===== src/rtl/dt_pkg.sv =====
// Shared constants and state type for the distance-transform datapath.
// Both the DT engine and the result packer import this package.
package dt_pkg;

    localparam int IMG_W     = 128;
    localparam int PIX_NUM   = IMG_W * IMG_W;
    localparam int WORD_BITS = 16;
    localparam int WORD_NUM  = PIX_NUM / WORD_BITS;
    localparam int RES_AW    = 14;
    localparam int STI_AW    = 10;
    localparam int FG_W      = 15;

    localparam logic [RES_AW-1:0] RES_LAST = RES_AW'(PIX_NUM - 1);

    typedef enum logic [2:0] {
        ST_IDLE,
        ST_RUN,
        ST_DRAIN,
        ST_LAST,
        ST_DONE
    } dt_state_t;

endpackage


===== src/rtl/dt_bit_packer.sv =====
// Packs the stream of thresholded pixel bits into 16-bit bitmap words.
// Pixel n of a word lands in bit 15-n; each full word is written exactly once.
module dt_bit_packer
    import dt_pkg::*;
(
    input  logic                 clk,
    input  logic                 reset,
    input  logic                 clear,
    input  logic                 cap_en,
    input  logic                 pix_bit,
    output logic                 sti_wr,
    output logic [STI_AW-1:0]    sti_addr,
    output logic [WORD_BITS-1:0] sti_do
);

    logic [WORD_BITS-2:0] shift_q;
    logic [RES_AW-1:0]    cap_cnt;

    // NOTE: sequential state uses non-blocking assignments only, so every
    // register samples the pre-edge values of its neighbours.
    always_ff @(posedge clk or negedge reset) begin
        if (!reset) begin
            shift_q  <= '0;
            cap_cnt  <= '0;
            sti_wr   <= 1'b0;
            sti_addr <= '0;
            sti_do   <= '0;
        end else begin
            sti_wr <= 1'b0;
            if (clear) begin
                shift_q <= '0;
                cap_cnt <= '0;
            end else if (cap_en) begin
                shift_q <= {shift_q[WORD_BITS-3:0], pix_bit};
                cap_cnt <= cap_cnt + RES_AW'(1);
                // Sixteenth pixel of a word: emit it with the bit just captured.
                if (cap_cnt[3:0] == 4'hF) begin
                    sti_wr   <= 1'b1;
                    sti_do   <= {shift_q, pix_bit};
                    sti_addr <= cap_cnt[RES_AW-1:4];
                end
            end
        end
    end

endmodule


===== src/rtl/dt_res_packer.sv =====
// Streams the 128x128 distance map out of the result RAM, thresholds each pixel
// and hands the bits to dt_bit_packer; also counts foreground pixels.
module dt_res_packer
    import dt_pkg::*;
#(
    parameter int THR_W = 8
) (
    input  logic                 clk,
    input  logic                 reset,
    input  logic                 start,
    input  logic [THR_W-1:0]     thr,
    output logic                 busy,
    output logic                 done,
    output logic                 res_rd,
    output logic [RES_AW-1:0]    res_addr,
    input  logic [THR_W-1:0]     res_di,
    output logic                 sti_wr,
    output logic [STI_AW-1:0]    sti_addr,
    output logic [WORD_BITS-1:0] sti_do,
    output logic [FG_W-1:0]      fg_count
);

    dt_state_t        state_q, state_d;
    logic [THR_W-1:0] thr_q;
    logic             cap_en;
    logic             accept;
    logic             pix_bit;

    assign accept  = start && (state_q == ST_IDLE || state_q == ST_DONE);
    assign pix_bit = (res_di >= thr_q);

    // NOTE: every signal driven here gets a default first, so no path can
    // leave it unassigned and infer a latch.
    always_comb begin
        state_d = state_q;
        case (state_q)
            ST_IDLE, ST_DONE: if (start) state_d = ST_RUN;
            ST_RUN:           if (res_addr == RES_LAST) state_d = ST_DRAIN;
            ST_DRAIN:         state_d = ST_LAST;
            ST_LAST:          state_d = ST_DONE;
            default:          state_d = ST_IDLE;
        endcase
    end

    always_ff @(posedge clk or negedge reset) begin
        if (!reset) begin
            state_q  <= ST_IDLE;
            thr_q    <= '0;
            res_rd   <= 1'b0;
            res_addr <= '0;
            cap_en   <= 1'b0;
            fg_count <= '0;
            busy     <= 1'b0;
            done     <= 1'b0;
        end else begin
            state_q <= state_d;
            // Strobes are registered from the next state so they align with it.
            res_rd  <= (state_d == ST_RUN);
            busy    <= (state_d == ST_RUN) || (state_d == ST_DRAIN) || (state_d == ST_LAST);
            done    <= (state_d == ST_DONE);
            if (accept) begin
                thr_q    <= thr;
                res_addr <= '0;
                cap_en   <= 1'b0;
                fg_count <= '0;
            end else begin
                if (state_q == ST_RUN && res_addr != RES_LAST)
                    res_addr <= res_addr + RES_AW'(1);
                // Read data returns one cycle after the strobe.
                cap_en <= res_rd;
                if (cap_en && pix_bit)
                    fg_count <= fg_count + FG_W'(1);
            end
        end
    end

    dt_bit_packer u_packer (
        .clk      (clk),
        .reset    (reset),
        .clear    (accept),
        .cap_en   (cap_en),
        .pix_bit  (pix_bit),
        .sti_wr   (sti_wr),
        .sti_addr (sti_addr),
        .sti_do   (sti_do)
    );

endmodule


===== config.mk =====
export PLATFORM = sky130hd
export DESIGN_NAME = dt_res_packer
export DESIGN_NICKNAME = d
export VERILOG_FILES = /design/src/rtl/dt_pkg.sv /design/src/rtl/dt_bit_packer.sv /design/src/rtl/dt_res_packer.sv
export SDC_FILE = /design/constraint.sdc
export NUM_CORES = 1
export LEC_CHECK = 0
export CAP_MARGIN = 20
export CORE_MARGIN = 4
export CORE_UTILIZATION = 51
export CTS_CLUSTER_SIZE = 8
export DETAILED_ROUTE_END_ITERATION = 10
export PLACE_DENSITY = 0.75
export RECOVER_POWER = 100
export SLEW_MARGIN = 0
export SYNTH_ARGS = -nofsm -noshare
export SYNTH_HDL_FRONTEND = slang
export SYNTH_SLANG_ARGS = --single-unit

===== constraint.sdc =====
create_clock -name clk -period 2.2 [get_ports clk]
set_input_delay 0.33 -clock clk [delete_from_list [all_inputs] [get_ports clk]]
set_output_delay 0.33 -clock clk [all_outputs]
set_load 0.02 [all_outputs]

==> flow_summary.toml <==
[routing]
post_drt_wl_per_cell_um = 15.5
drt_wl_total_mm = 9.68
drt_pre_antenna_iters = 4
post_drt_via_cell_ratio = 5.52
drcViolationCount = 0
number_of_violations_reported_at_the_end_of_detailed_routing_iteration_0 = 77
via_count = 3442
antenna_violating_nets_left = 0

[clocking]
worst_skew_pair.late_latency_ps = 370
numClockSinks = 100
cts_buffers = 9
root_buffer = "sky130_fd_sc_hd__clkbuf_8"
cts-htree-levels = 3
cts-resized-gates = 0
cts.repair_timing.setup_buffer_count = 0
cts-root-to-sink-buffers = 2
tritoncts = "yes"
cts.reportedPaths.clkPinSlew_ps = 100

[sta]
timing.final.setup_violations = 0
grt_setup_unrepaired = "no"
worstMarginPinSlew_ps = 885
post-route-min-period_ps = 2100
maxSlewViolCount = 0
timing.final.hold_violations = 0
clock_skew_ps = 12.0
hold_ws_ps = 490
max_slew_margin_pct = 41.0
clock.fmax_ghz = 0.476
layout_worst_path_cycle_share_pct = 95.4

[logic_synthesis]
synth-async-reset-ratio_pct = 100
synth-edff-count = 0
synth-seq-area-share_pct = 54.4
synthesis.yosys.warnings = 0
synth-seq-cells = 100
ys.flop_type = "sky130_fd_sc_hd__dfrtp_1"
postSynthCellCount = 422
synth_top_cells_by_area = "sky130_fd_sc_hd__dfrtp_1 (54%), sky130_fd_sc_hd__mux2i_1 (4.1%), sky130_fd_sc_hd__mux2_1 (3.9%), sky130_fd_sc_hd__nor2_1 (3.4%), sky130_fd_sc_hd__ha_1 (3.0%)"
post_synth.cell_area_avg_um2 = 10.9
yosys.area.top_type_share_pct = 54.4
synth_area_um2 = 4600
syn-num-nets = 452
netlist-cell-type-count = 50
synth_largest_area_cell = "sky130_fd_sc_hd__dfrtp_1"

[pwr]
sw_frac_of_total_pct = 39.4
power.leakage_nw = 2.66
internal_power_mw = 4.38
comb_power_share_pct = 40.6
power_density_nw_per_um2 = 1260
p_sw_mw = 2.85
total_power_mw = 7.23
sequential_share_of_power_pct = 43.6
clock_network_fraction_of_total_power_pct = 15.8
ir_worst_vdd_uv = 691

[floorplan]
chip_height_um = 103
design.core.area_um2 = 8760
ios = 78
effective_utilization_at_floorplan_pct = 52.5
die_area_um2 = 10600
die-width_um = 103
row_count = 34

[critical_path]
critical_path.max_fanout = 27
worstSetupEndpointType = "register"
timing.critical_path.required_ps = 2490
crit_type = "in2reg"
data_arrival_time_of_the_worst_path_ps = 2390
launching_element_type_of_the_critical_path = "input pin"

[layout]
post_route_cells_drive_above_1_share_pct = 9.88
final_net_count = 541
n_antenna_cell = 0
final_common_cell = "sky130_fd_sc_hd__dfrtp_1"
register_area_um2 = 2500
fillers = 722
area_delta_synth_final_pct = 25.1
multi_input_area_um2 = 1950
layout.cells.most_common_list = "sky130_fd_sc_hd__dfrtp_1 (100), sky130_fd_sc_hd__dlygate4sd3_1 (60), sky130_fd_sc_hd__nor2_1 (42), sky130_fd_sc_hd__nand2_1 (34), sky130_fd_sc_hd__a21oi_1 (24)"

[grt]
track_usage_pct = 19.7
number_of_antenna_violations_at_the_first_check_in_global_routing = 0
pin_count_of_the_biggest_net_entering_global_routing = 48
grt_pass1_wl_mm = 16.4
overflow = 0
number_of_global_route_vias_before_repair = 3480

[placed_design]
place_congestion = 0.827
hpwlAfterDp_mm = 6.99
io_buffers = 77

[hold_path]
hold_path.class = "reg2reg"

[status]
status = "complete, no violations"

[run]
timing.max_cap.violations = 0
==> stage by stage <==
| stage | setup TNS, ps | std cells | setup slack, ps | cell area, um^2 | util, % |
|---|---|---|---|---|---|
| 2_1_floorplan | 0 | 422 | 312 | 4600 | - |
| 3_3_place_gp | -2360 | 607 | -226 | 5600 | 63.8 |
| 3_5_place_dp | -2750 | 607 | -282 | 5600 | 63.8 |
| 4_1_cts | 0 | 624 | 102 | 5800 | 66.2 |
| 5_1_grt | 0 | 624 | 5.08 | 5750 | 65.6 |
| 6_report | 0 | 624 | 101 | 5750 | 65.6 |
==> path summary, 6_finish.rpt <==
path | startpoint | endpoint | slack (ps) | cells after the start
worst max-delay path | res_di[0] | fg_count[13] | 100 | 9
min in group asynchronous | reset | fg_count[11] | 600 | 2
max in group asynchronous | reset | res_addr[10] | 380 | 3
worst max register to register | thr_q[0] | fg_count[13] | 160 | 7
worst min register to register | u_packer.sti_do[1] | u_packer.sti_do[1] | 490 | 1
worst min-delay path | u_packer.sti_do[1] | u_packer.sti_do[1] | 490 | 1
==> power groups by stage <==
stage / Sequential [mW] / Clock, mW / Combinational, mW
4_1_cts: 3.17 / 1.17 / 3.16
3_3_place_gp: 3.16 / 0 / 3.02
6_report: 3.15 / 1.14 / 2.94
2_1_floorplan: 3.53 / 0 / 1.34
3_5_place_dp: 3.20 / 0 / 3.14
5_1_grt: 3.25 / 1.26 / 3.25
==> sequential cells by signal, indices dropped and copies added, names as in the netlist <==
register	flops
busy	1
cap_en	1
done	1
fg_count	15
res_addr	14
res_rd	1
state_q	3
thr_q	8
u_packer.cap_cnt	14
u_packer.shift_q	15
u_packer.sti_addr	10
u_packer.sti_do	16
u_packer.sti_wr	1
==> final cells by class <==
cell class	instances	area share [%]
clock inverter	6	0.979
timing repair buffer	97	15.8
clock buffer	10	2.39
sequential	100	43.5
multi-input combinational	287	33.9
inverter	16	1.04
tap	108	2.35
==> per-layer routing <==
| layer | global-route usage, % | wire, um | vias up |
|---|---|---|---|
| li1 | - | - | 1679 |
| met1 | 27.0 | 4390 | 1675 |
| met2 | 30.9 | 4690 | 71 |
| met3 | 3.65 | 396 | 17 |
| met4 | 8.67 | 205 | 0 |
| met5 | 0 | 0 | - |
==> cell usage after synthesis, types with 6 or more instances <==
cell type / n
sky130_fd_sc_hd__mux2_1: 16
sky130_fd_sc_hd__nand3_1: 11
sky130_fd_sc_hd__xnor2_1: 12
sky130_fd_sc_hd__a21oi_1: 24
sky130_fd_sc_hd__nand2_1: 34
sky130_fd_sc_hd__nand4_1: 10
sky130_fd_sc_hd__nor2_1: 42
sky130_fd_sc_hd__o21ai_0: 16
sky130_fd_sc_hd__mux2_2: 9
sky130_fd_sc_hd__ha_1: 11
sky130_fd_sc_hd__dfrtp_1: 100
sky130_fd_sc_hd__clkbuf_1: 8
sky130_fd_sc_hd__or3_1: 9
sky130_fd_sc_hd__inv_1: 16
sky130_fd_sc_hd__xor2_1: 6
sky130_fd_sc_hd__mux2i_1: 19
sky130_fd_sc_hd__buf_2: 6
sky130_fd_sc_hd__or4_1: 10
sky130_fd_sc_hd__o31ai_1: 9
==> critical path: stages <==
cell	delay, ps
sky130_fd_sc_hd__clkdlybuf4s50_1	450
sky130_fd_sc_hd__inv_1	50
sky130_fd_sc_hd__ha_1	260
sky130_fd_sc_hd__nand2b_1	90
sky130_fd_sc_hd__a31oi_1	100
sky130_fd_sc_hd__o211a_1	260
sky130_fd_sc_hd__buf_12	160
sky130_fd_sc_hd__or4_1	500
sky130_fd_sc_hd__a21oi_1	170
==> timing repair <==
item | in CTS | in global routing
endpoints found under the setup margin | 0 | 0
endpoints found under the hold margin | 33 | 0
hold buffers | 1 | 0
==> cell families after synthesis <==
logic type	Yosys count	share of synthesized area, %
compound gates	70	9.47
xor+xnor	18	3.43
fa+ha+maj	11	2.99
buf+inv	35	3.02
flops	100	54.4
mux	44	10.3
simple gates	144	16.4
(Power assumes the default switching activity.)
